File: src/rtl/maxpool_1d_stream.sv
// Streaming non-overlapping 1-D max-pool: reduces each window of P signed samples
// to its maximum; beats past the last full window in a frame are consumed and dropped.
module maxpool_1d_stream #(
    parameter int WIDTH = 16,
    parameter int N     = 11,
    parameter int P     = 2
) (
    input  logic             clk,
    input  logic             reset,
    input  logic [WIDTH-1:0] x_data,
    input  logic             x_valid,
    output logic             x_ready,
    output logic [WIDTH-1:0] y_data,
    output logic             y_valid,
    input  logic             y_ready,
    output logic             frame_done
);

    localparam int OUT_N = N / P;
    localparam int KEEP  = OUT_N * P;
    localparam int CW    = $clog2(N + 1);
    localparam int WW    = (P > 2) ? $clog2(P) : 1;
    localparam int OW    = $clog2(OUT_N + 1);

    localparam logic [CW-1:0] C_LAST_IN  = CW'(N - 1);
    localparam logic [CW-1:0] C_KEEP     = CW'(KEEP);
    localparam logic [WW-1:0] C_LAST_WIN = WW'(P - 1);
    localparam logic [OW-1:0] C_LAST_OUT = OW'(OUT_N - 1);

    logic [CW-1:0]    r_in_cnt;
    logic [WW-1:0]    r_win_cnt;
    logic [OW-1:0]    r_out_cnt;
    logic [WIDTH-1:0] r_run_max;
    logic [WIDTH-1:0] r_y_data;
    logic             r_y_valid;
    logic             r_frame_done;

    logic             w_in_pool;
    logic             w_win_first;
    logic             w_win_last;
    logic             w_completing;
    logic             w_x_fire;
    logic             w_y_fire;
    logic             w_load;
    logic             w_x_gt;
    logic [WIDTH-1:0] w_win_max;

    always_comb begin
        w_in_pool    = (r_in_cnt < C_KEEP);
        w_win_first  = (r_win_cnt == '0);
        w_win_last   = (r_win_cnt == C_LAST_WIN);
        w_completing = w_in_pool && w_win_last;
        // Only a window-closing beat needs the output slot, so only it can stall.
        x_ready      = !(w_completing && r_y_valid && !y_ready);
        w_x_fire     = x_valid && x_ready;
        w_y_fire     = r_y_valid && y_ready;
        w_load       = w_x_fire && w_completing;
        w_x_gt       = ($signed(x_data) > $signed(r_run_max));
        w_win_max    = w_x_gt ? x_data : r_run_max;
    end

    always_ff @(posedge clk or posedge reset) begin
        if (reset) begin
            r_in_cnt  <= '0;
            r_win_cnt <= '0;
            r_run_max <= '0;
        end else if (w_x_fire) begin
            if (r_in_cnt == C_LAST_IN) begin
                r_in_cnt  <= '0;
                r_win_cnt <= '0;
            end else begin
                r_in_cnt <= r_in_cnt + 1'b1;
                if (w_in_pool) begin
                    r_win_cnt <= w_win_last ? '0 : r_win_cnt + 1'b1;
                end
            end
            if (w_in_pool) begin
                r_run_max <= w_win_first ? x_data : w_win_max;
            end
        end
    end

    // Single-entry output slot; a same-cycle load and drain keeps y_valid high.
    always_ff @(posedge clk or posedge reset) begin
        if (reset) begin
            r_y_data  <= '0;
            r_y_valid <= 1'b0;
        end else if (w_load) begin
            r_y_data  <= w_win_max;
            r_y_valid <= 1'b1;
        end else if (w_y_fire) begin
            r_y_valid <= 1'b0;
        end
    end

    always_ff @(posedge clk or posedge reset) begin
        if (reset) begin
            r_out_cnt    <= '0;
            r_frame_done <= 1'b0;
        end else begin
            r_frame_done <= w_y_fire && (r_out_cnt == C_LAST_OUT);
            if (w_y_fire) begin
                r_out_cnt <= (r_out_cnt == C_LAST_OUT) ? '0 : r_out_cnt + 1'b1;
            end
        end
    end

    assign y_data     = r_y_data;
    assign y_valid    = r_y_valid;
    assign frame_done = r_frame_done;

endmodule

File: config.mk
export PLATFORM = sky130hd
export DESIGN_NAME = maxpool_1d_stream
export DESIGN_NICKNAME = d
export VERILOG_FILES = /design/src/rtl/maxpool_1d_stream.sv
export SDC_FILE = /design/constraint.sdc
export NUM_CORES = 1
export LEC_CHECK = 0
export ABC_CLOCK_PERIOD_IN_PS = 2900
export CORE_ASPECT_RATIO = 0.9
export CORE_UTILIZATION = 48
export DETAILED_ROUTE_END_ITERATION = 16
export HOLD_SLACK_MARGIN = 0.06
export PLACE_DENSITY = 0.84
export SYNTH_ARGS = -nofsm -noshare
export SYNTH_HDL_FRONTEND = slang
export SYNTH_SLANG_ARGS = --single-unit
File: constraint.sdc
create_clock -name clk -period 2.9 [get_ports clk]
set_clock_uncertainty 0.05 [all_clocks]
set_input_delay 0.58 -clock clk [delete_from_list [all_inputs] [get_ports clk]]
set_output_delay 0.58 -clock clk [all_outputs]
set_load 0.05 [all_outputs]
-- After elaboration in Yosys (flattened, before gate mapping)
Cells that the tools add are included.
W data, S select, Z words.
- word-level logic and storage cells: 36
- output and inout port bits: 19
- input port bits: 20
- register bits after elaboration: 42
- mux-type cells: 9
- reductions and logical operators: 13
- $add $sub $neg: 3
- equality and inequality tests: 2
- magnitude comparators: 2
- operators by type and width (kind ; number):
    $mux W16 ; 2
    $gt A16 B16 Y1 ; 1
    $logic_and A1 B1 Y1 ; 7
    $mux W1 ; 5
    $add A4 B1 Y4 const B ; 1
    $eq A4 B4 Y1 const B ; 1
    $lt A4 B4 Y1 const B ; 1
    $mux W4 ; 1
    $reduce_and A2 Y1 ; 2
    $reduce_bool A2 Y1 ; 2
    $add A3 B1 Y3 const B ; 1
    $eq A3 B3 Y1 const B ; 1
    $mux W3 ; 1
    $logic_not A1 Y1 ; 2
    $add A1 B1 Y1 const B ; 1

-- Longest topological paths before layout
- word-level depth: 8
- gate-level depth with buffers: 9
- gate-level depth less buffers: 8

-- Worst setup path after synthesis
OpenSTA, ideal clock, no wires.
- path type: in2reg
- start: input x_data[15]
- end: register r_run_max[0]
- setup slack: 0.012 ns
- data arrival time: 2.713 ns
- setup time: 0.125 ns
- data required time: 2.725 ns
- buffers on the path: 1
- cell stages on the path: 8
- cells stage by stage: ha_1 nand4_1 or3_4 or3_4 o311a_2 o21ai_4 buf_12 mux2_4
- longest elaborated chain between the ends: 3
- RTL lines (element ; RTL line ; RTL):
    start: declaration ; 10 ; input logic [WIDTH-1:0] x_data,
    $gt A16 B16 Y1 ; 58 ; w_x_gt = ($signed(x_data) > $signed(r_run_max));
    $mux W16 ; 59 ; w_win_max = w_x_gt ? x_data : r_run_max;
    $mux W16 ; 78 ; r_run_max <= w_win_first ? x_data : w_win_max;
    end signal: assignment ; 78 ;
    end: declaration ; 33 ; logic [WIDTH-1:0] r_run_max;
No other way between the ends.
A chain may end at the register's enable or synchronous reset.

-- Worst setup path in the final report
- start: input x_data[8]
- end: register r_y_data[10], in the netlist y_data[10]
- longest elaborated chain between the ends: 2
- RTL lines (element ; RTL line ; RTL):
    $gt A16 B16 Y1 ; 58 ;
    $mux W16 ; 59 ;
    end signal: assignment ; 89 ; r_y_data <= w_win_max;
    end: declaration ; 34 ; logic [WIDTH-1:0] r_y_data;
No other way between the ends.

==> summary.md <==
| Metric | Value |
|---|---|
| Max rail drop VDD | 0.637 mV |
| EDFF count, synth | 0 |
| Slew headroom | 65.4% |
| HP Start | r_out_cnt[2] |
| Number of max-cap violations | 0 |
| CP max FO | 16 |
| Cell taking the most area after synthesis | dfrtp_1 |
| I/O pins | 39 |
| CP max-delay cell | clkdlybuf4s50_1 |
| Cts hold-fix bufs | 0 |
| Setup ws final | -0.00923 ns |
| Most Frequent Cell on Critical Path | buf_4 |
| Pins Over Slew Limit | 0 |
| Final Non-Filler Cells | 349 |
| CTS Buf Count | 5 |
| # H-tree levels | 2 |
| Critical setup path kind | primary input to flip-flop |
| Layout cells sized above 1 | 18.8% |
| Clock tree sinks | 42 |
| HPWL Detailed | 3570 um |
| Status | finished, violations left |
| Cell variety after synth | 34 |
| Synth-to-layout area growth | 31.5% |
| Fillers | 352 |
| Final WL | 5350 um |
| LEAKAGE | 1.43 nW |
| Fin area | 3070 um^2 |
| Vias in the first global route | 1,768 |
| DIE WIDTH | 75.5 um |
| Required @ worst endpoint | 3.06 ns |
| Dominant synthesized flop cell | dfrtp_1 |
| Post-Synthesis Net Count | 271 |
| Yosys reg bits | 42 |
| Part of the Yosys area used for sequential elements | 45.0% |
| Chip Height | 68.2 um |
| Critical path arrival | 3.07 ns |
| Ys Warns | 0 |
| Floorplan core area | 4550 um^2 |
| Full die area | 5150 um^2 |
| Placement Rows | 23 |
| Residual overflow from global routing | 0 |
| Largest net degree at the start of global routing | 43 |
| Clk buf depth | 2 |
| Setup crit end kind | flip-flop |
| Total placed cells including tap cells | 340 |
| Worst setup startpoint | x_data[8] |
| TritonRoute pass-1 iters | 4 |
| Antenna Cells | 0 |
| CP startpoint kind | primary input |
| Via Count | 1,957 |
| Clock root cell | clkbuf_8 |
| Count of final setup violators | 1 |
| CP cell instances | clkdlybuf4s50_1 -> ha_1 -> nand2_1 -> or3_4 -> buf_4 -> o22ai_1 -> o311a_4 -> buf_4 -> o21ai_0 -> a31oi_1 |
| Initial antenna violation count | 0 |
| Initial Utilization | 51.3% |
| Clk slew on worst S/H paths | 0.08 ns |
| NumNets Final | 324 |
| Synth top area share | 45.0% |
| Area after DPL | 2910 um^2 |
| Via/cell ratio | 5.61 |
| First-pass GRT wire length | 8340 um |
| Hold violation total from the final report | 0 |
| Tot GR Track Use | 22.0% |
| DRT iter0 DRCs | 126 |
| Min cycle time layout | 2.91 ns |
| DRC Markers | 0 |
| Worst-margin pin slew | 0.518 ns |
| Worst Hold Class | flip-flop to flip-flop |
| Fin crit share | 100% |
| Top cell family by delay on the critical path | compound AO/OA/AOI/OAI gates |
| Maximum clock rate | 344 MHz |
| Bufs and invs on worst path | 3 |
| RR Startpoint | r_run_max[15] |
| Ys async rst share | 100% |
| PD cells | 1270 nW/um^2 |
| Routability cong. | 0.836 |
| Violated checks | setup timing |
| Avg WL per Cell | 15.3 um |
| Max stage delay on crit path | 0.45 ns |
| Final antenna-violating net count | 0 |
| Flop2flop setup slack | 0.17 ns |
| Syn_area_per_cell | 10.0 um^2 |
| Synth area leaders | dfrtp_1 (45%), ha_1 (9.6%), mux2_4 (6.4%), o21ai_0 (4.5%), mux2_2 (4.3%) |
| Synth Instances | 233 |
| Cell Area, Synth | 2330 um^2 |
| PortBufs | 38 |
| CTS tree | yes |
| Worst skew pair latency | 0.30 ns |
## cells in the mapped netlist, drive strengths merged (2+ instances only)
cell,instances
nor2,23
buf,3
o211ai,2
dfrtp,42
inv,21
mux2,19
ha,18
a21oi,8
nand2,11
a21o,2
clkbuf,7
a31oi,16
nand4,3
nor2b,2
nand3,18
o21a,2
or3,2
o21ai,22
## cell usage in the layout (no fill, tap or decap), types with 2 or more instances in the layout
| cell | synthesis | layout |
|---|---|---|
| a21o_1 | 2 | 2 |
| a21oi_1 | 8 | 8 |
| a31oi_1 | 16 | 16 |
| buf_12 | 1 | 4 |
| buf_4 | 0 | 15 |
| clkbuf_8 | 0 | 5 |
| clkdlybuf4s50_1 | 0 | 30 |
| clkinv_2 | 0 | 2 |
| dfrtp_1 | 42 | 42 |
| dlygate4sd2_1 | 0 | 5 |
| dlymetal6s2s_1 | 0 | 2 |
| ha_1 | 18 | 17 |
| inv_1 | 21 | 21 |
| mux2_2 | 9 | 9 |
| mux2_4 | 10 | 10 |
| nand2_1 | 11 | 11 |
| nand3_1 | 18 | 18 |
| nand4_1 | 3 | 3 |
| nor2_1 | 23 | 23 |
| nor2b_1 | 2 | 2 |
| o211ai_1 | 2 | 2 |
| o21a_1 | 2 | 2 |
| o21ai_0 | 21 | 21 |
| or3_4 | 2 | 2 |
## worst reg2reg max path: stages (launching register included)
cell and delay (ns):
dfrtp_1 0.38, inv_1 0.05, ha_1 0.29, nand4_1 0.12
or3_4 0.40, buf_4 0.16, o22ai_1 0.32, o311a_4 0.30
buf_4 0.22, o21ai_0 0.14, a31oi_1 0.22
## metal layers
layer  wire, um  global-route usage, %  vias up
met1       2340                   30.3      952
met3        249                   5.45       10
met2       2660                   33.9       63
met4         99                   7.64        0
met5          0                      0        -
li1           -                      -      932
## flip-flops by register name (all words and copies together), names as in the netlist
| name | cells |
|---|---|
| r_run_max | 16 |
| y_data | 16 |
| frame_done | 1 |
| r_out_cnt | 3 |
| y_valid | 1 |
| r_win_cnt | 1 |
| r_in_cnt | 4 |
## stage by stage
| step | util, % | setup TNS, ns | hold WS (ns) | total power (W) | worst slack (ns) |
|---|---|---|---|---|---|
| 2_1_floorplan | - | 0 | 0.401 | 0.00263 | 0.0115 |
| 3_3_place_gp | 64.1 | -9.15 | 0.422 | 0.00328 | -0.376 |
| 3_5_place_dp | 64.1 | -10.86 | 0.432 | 0.00334 | -0.419 |
| 4_1_cts | 66.8 | 0 | 0.445 | 0.00385 | 0.0454 |
| 5_1_grt | 67.5 | -0.352 | 0.461 | 0.00415 | -0.0769 |
| 6_report | 67.5 | -0.00923 | 0.442 | 0.00389 | -0.00923 |
## layout make-up
type                    count  area, um^2  area share (%)
flip-flops and latches     42        1050            34.2
repair buffers             56         562            18.3
well taps                  62        77.6            2.53
clock buffers               5        68.8            2.24
clock inverters             3        40.0            1.30
inverters                  21        78.8            2.57
multi-input cells         160        1190            38.8
## worst paths after layout
kind,cells past startpoint,to
setup / recovery,10,y_data[10]
hold / removal,1,r_out_cnt[2]
setup reg to reg,10,y_data[10]
hold reg to reg,1,r_out_cnt[2]
max in group asynchronous,3,y_data[12]
min in group asynchronous,3,r_out_cnt[2]
## report_power, final
| group | switching (W) | internal, W |
|---|---|---|
| clock network | 0.000206 | 0.000253 |
| logic | 0.00129 | 0.00101 |
| registers | 0.000238 | 0.000885 |
| total | 0.00174 | 0.00215 |
## cell families after synthesis
| group | count (synthesis) | synth area share [%] |
|---|---|---|
| buffers and inverters | 31 | 5.73 |
| flip-flops | 42 | 45.0 |
| AO/OA/AOI/OAI | 59 | 15.6 |
| AND/OR/NAND/NOR | 63 | 12.8 |
| XOR/XNOR | 1 | 0.375 |
| multiplexers | 19 | 10.8 |
| adder cells (fa/ha/maj) | 18 | 9.65 |
## timing repair
| action | CTS | global route |
|---|---|---|
| hold endpoints to repair | 0 | 0 |
| buffers inserted | 1 | 0 |
| pin swaps | 5 | 2 |
| gates resized for setup | 7 | 5 |
| endpoints found under the setup margin | 21 | 19 |
No activity file was read; power rests on OpenSTA's default activity.
